## src/rtl/vending_machine_fsm.sv

```systemverilog
// Single-product (15 unit) coin controller: 5/10 coins, cancel refunds held credit.
// One coin event per cycle; the next state and the y/z pulses are registered together.
module vending_machine_fsm (
  input  logic       clock,
  input  logic       reset,
  input  logic [1:0] x,
  output logic       y,
  output logic [1:0] z
);

  localparam logic [1:0] S0  = 2'b00;
  localparam logic [1:0] S5  = 2'b01;
  localparam logic [1:0] S10 = 2'b10;

  localparam logic [1:0] X_NONE   = 2'b00;
  localparam logic [1:0] X_COIN5  = 2'b01;
  localparam logic [1:0] X_COIN10 = 2'b10;
  localparam logic [1:0] X_CANCEL = 2'b11;

  logic [1:0] state;
  logic [1:0] state_nxt;
  logic       y_nxt;
  logic [1:0] z_nxt;

  always_comb begin
    state_nxt = S0;
    y_nxt     = 1'b0;
    z_nxt     = 2'b00;
    case (state)
      S0: begin
        case (x)
          X_COIN5:  state_nxt = S5;
          X_COIN10: state_nxt = S10;
          default:  state_nxt = S0;
        endcase
      end
      S5: begin
        case (x)
          X_NONE:   state_nxt = S5;
          X_COIN5:  state_nxt = S10;
          X_COIN10: y_nxt = 1'b1;
          X_CANCEL: z_nxt = 2'b01;
          default:  state_nxt = S0;
        endcase
      end
      S10: begin
        case (x)
          X_NONE:   state_nxt = S10;
          X_COIN5:  y_nxt = 1'b1;
          X_COIN10: begin
            y_nxt = 1'b1;
            z_nxt = 2'b01;
          end
          X_CANCEL: z_nxt = 2'b10;
          default:  state_nxt = S0;
        endcase
      end
      // Unused encoding drops back to S0 with quiet outputs.
      default: begin
        state_nxt = S0;
      end
    endcase
  end

  always_ff @(posedge clock) begin
    if (!reset) begin
      state <= S0;
      y     <= 1'b0;
      z     <= 2'b00;
    end else begin
      state <= state_nxt;
      y     <= y_nxt;
      z     <= z_nxt;
    end
  end

endmodule

```

## config.mk

```make
export PLATFORM = sky130hd
export DESIGN_NAME = vending_machine_fsm
export DESIGN_NICKNAME = d
export VERILOG_FILES = /design/src/rtl/vending_machine_fsm.sv
export SDC_FILE = /design/constraint.sdc
export NUM_CORES = 1
export LEC_CHECK = 0
export BUFFER_PORTS_ARGS = -buffer_cell sky130_fd_sc_hd__buf_2
export CORE_AREA = 2 2 39 41
export DETAILED_ROUTE_END_ITERATION = 8
export DIE_AREA = 0 0 41 43
export SETUP_SLACK_MARGIN = 0.2
export SKIP_CTS_REPAIR_TIMING = 1
export SLEW_MARGIN = 20
export SYNTH_ARGS = -nofsm -noshare
export SYNTH_HDL_FRONTEND = slang
export SYNTH_SLANG_ARGS = --single-unit
```

## constraint.sdc

```tcl
create_clock -name clock -period 3.75 [get_ports clock]
set_clock_uncertainty 0.2 [all_clocks]
set_input_delay 0.75 -clock clock [delete_from_list [all_inputs] [get_ports clock]]
set_output_delay 0.75 -clock clock [all_outputs]
set_load 0.05 [all_outputs]
```

==> results.py <==
metrics = {
    "placed_design": {
        "hpwlAfterDp_um": 400,
        "io_buffers": 6,
        "place.gp.congestion": 0.795,
    },
    "setup_path": {
        "r2r_start": "state[0]",
        "crit_type": "reg2out",
        "worstPathRequired_ns": 2.80,
        "r2r_end": "state[1]",
        "critPathLaunch": "z[0]",
        "cp.depth": 1,
        "arrival_ns": 0.79,
        "crit_fanout": 1,
        "cpMaxStageDelayCell": "dfxtp_1",
        "critPathLaunchType": "register",
        "path_delay_family": "flip-flops",
        "crit_end": "z[0]",
        "crit_buf_inv": 1,
        "cp_slowest_stage_delay_ns": 0.30,
        "reg2reg_slack_ns": 2.34,
        "end_kind": "output port",
        "path_cells": "buf_2",
        "reg2reg_depth": 4,
    },
    "cts": {
        "cts_buffer_depth": 2,
        "ctsRootBufferMaster": "clkbuf_4",
        "insertion_delay_ns": 0.23,
        "cts.sinks": 5,
        "htree_levels": 1,
        "cts_tree": "yes",
        "clk_pin_slew_ns": 0.04,
        "cts_buffers": 3,
    },
    "logic_synthesis": {
        "netlist.area_leader.share": 0.433,
        "netlist_area_um2": 318,
        "netlist-cell-type-count": 8,
        "ys_seq_elements": 5,
        "yosysMostFrequentCell": "ha_1",
        "synth_common_cells": "ha_1, dfxtp_1, nor2_1",
        "synth-main-ff-cell": "dfxtp_1",
        "yosys.area.top_type": "ha_1",
        "ys_top_cells_by_area": "ha_1, dfxtp_1, a22oi_1, nor2_1, inv_1",
        "synth_async_sr_flop_share": 0,
        "ys_seq_area_frac": 0.315,
        "synth_warnings": 0,
        "synthCells": 32,
        "syn_area_per_cell_um2": 9.93,
        "synth_edf_count": 0,
        "syn_nets": 47,
    },
    "pwr": {
        "p_sw_frac": 0.237,
        "clkPwrFrac": 0.454,
        "power.switching_mw": 0.0316,
        "p_comb_frac": 0.125,
        "p_leak_nw": 0.199,
        "seq_power_share": 0.420,
        "p_total_mw": 0.133,
        "vdd_drop_max_uv": 71.0,
        "p_per_area_mw_per_mm2": 339,
        "internal_power_mw": 0.102,
    },
    "finish": {
        "fillers": 150,
        "final_layout_size_suffix_gt1_frac": 0.214,
        "syn2layout_area_growth_pct": 24.0,
        "fin_nets": 58,
        "antenna_cells": 0,
    },
    "timing": {
        "rsz0062_at_grt": "false",
        "finalMaxSlewViolations": 0,
        "slew_headroom": 0.827,
        "max_clock_freq_mhz": 575,
        "post-route-min-period_ns": 1.74,
        "setup_viol": 0,
        "layout_worst_path_cycle_share": 0.464,
        "setup_tns_ns": 0,
        "tightest_slew_ns": 0.260,
        "report.final.hold_viol_count": 0,
    },
    "floorplanning": {
        "fp.coreArea_mm2": 0.00138,
        "num_io_pins": 7,
        "initial_core_util": 0.230,
        "core.rowCount": 14,
        "dieArea_mm2": 0.00176,
        "die_x_um": 41,
        "die_h_um": 43,
    },
    "grt": {
        "grt_start_max_net_pins": 5,
        "grtUsageTotal": 0.0744,
        "antenna_found_initial": 0,
        "grt_pass1_wl_um": 862,
        "grt_pass1_vias": 225,
        "overflow": 0,
    },
    "routing": {
        "wl_um": 483,
        "met3_length_um": 20,
        "vias": 231,
        "wl_met2_um": 236,
        "drcViolationCount": 0,
        "viasPerCell": 3.98,
        "dr.max_layer_used": "met3",
        "drt-initial-drc-count": 2,
        "wl_per_cell_um": 8.33,
        "wl_met1_um": 226,
        "ant_nets": 0,
        "drt-pass1-iter-count": 4,
    },
    "run": {
        "maxCapViolations": 0,
    },
    "outcome": {
        "status": "finished clean",
    },
    "hold_path": {
        "min_path_type": "reg2reg",
    },
}
[cell families (layout without fill, tap and decap cells)]
group,count (synthesis),in the layout,share of synthesized area
adders and majority gates,11,11,0.433
and+or+nand+nor,8,8,0.102
DFF,5,5,0.315
AOI/OAI and AO/OA,4,4,0.102
buffers and inverters,4,14,0.0472
[worst min-delay path by stage]
stage | start | endpoint | slack (ns) | depth (start not counted)
after floorplan | state[1] | z[1] | 0.45 | 3
after global placement | state[1] | z[1] | 0.49 | 3
after detailed placement | state[1] | z[1] | 0.50 | 3
after CTS | state[1] | z[1] | 0.50 | 3
after global routing | state[1] | z[1] | 0.56 | 3
final | state[1] | z[1] | 0.50 | 3
[flip-flops by register name, indices dropped and copies added, names as in the netlist]
| name | flops |
|---|---|
| z | 2 |
| y | 1 |
| state | 2 |
[worst register-to-register path, delay by kind of cell (launching register included)]
family                     cells  cell delay, ns
AOI/OAI and AO/OA              1            0.32
adders and majority gates      1            0.25
buffers and inverters          1            0.08
DFF                            1            0.38
and+or+nand+nor                1            0.06
[area by class of cell]
cell class / count / area [µm²] / share of cell area
clock buffer: 4 / 26.3 / 0.0667
inverter: 4 / 15.0 / 0.0381
multi-input combinational: 23 / 203 / 0.514
sequential: 5 / 100 / 0.254
tap: 16 / 20.0 / 0.0508
timing repair buffer: 6 / 30.0 / 0.0762
[metrics by stage]
stage               instance area (µm²)  worst slack [ns]  cells  hold WS (ns)   util
detailed placement                  368              1.90     54         0.503  0.266
global route                        394              1.97     58         0.565  0.285
global placement                    368              1.91     54         0.489  0.266
CTS                                 394              2.00     58         0.505  0.285
floorplan                           318              2.09     32         0.447      -
finish                              394              2.01     58         0.502  0.285
[routing by layer]
metal  up-vias  track usage
met5         -            0
met4         0       0.0800
met3         0       0.0157
met2         5        0.103
met1       103       0.0839
li1        123            -
[power by group through the flow]
stage | Clock (mW) | Combinational, mW | Sequential, mW
after floorplan | 0 | 0.0106 | 0.0575
after global placement | 0 | 0.0167 | 0.0570
after detailed placement | 0 | 0.0167 | 0.0571
after CTS | 0.0637 | 0.0170 | 0.0561
after global routing | 0.0687 | 0.0198 | 0.0562
final | 0.0606 | 0.0167 | 0.0561
[layout by cell type (no fill, tap or decap), drive strengths merged]
cell type   n
nand2b      1
nand2       2
dfxtp       5
a222oi      1
clkbuf      4
ha         11
inv         4
buf         6
a22oi       3
nor2        5
Note: power is estimated with default switching activity, not from simulation.
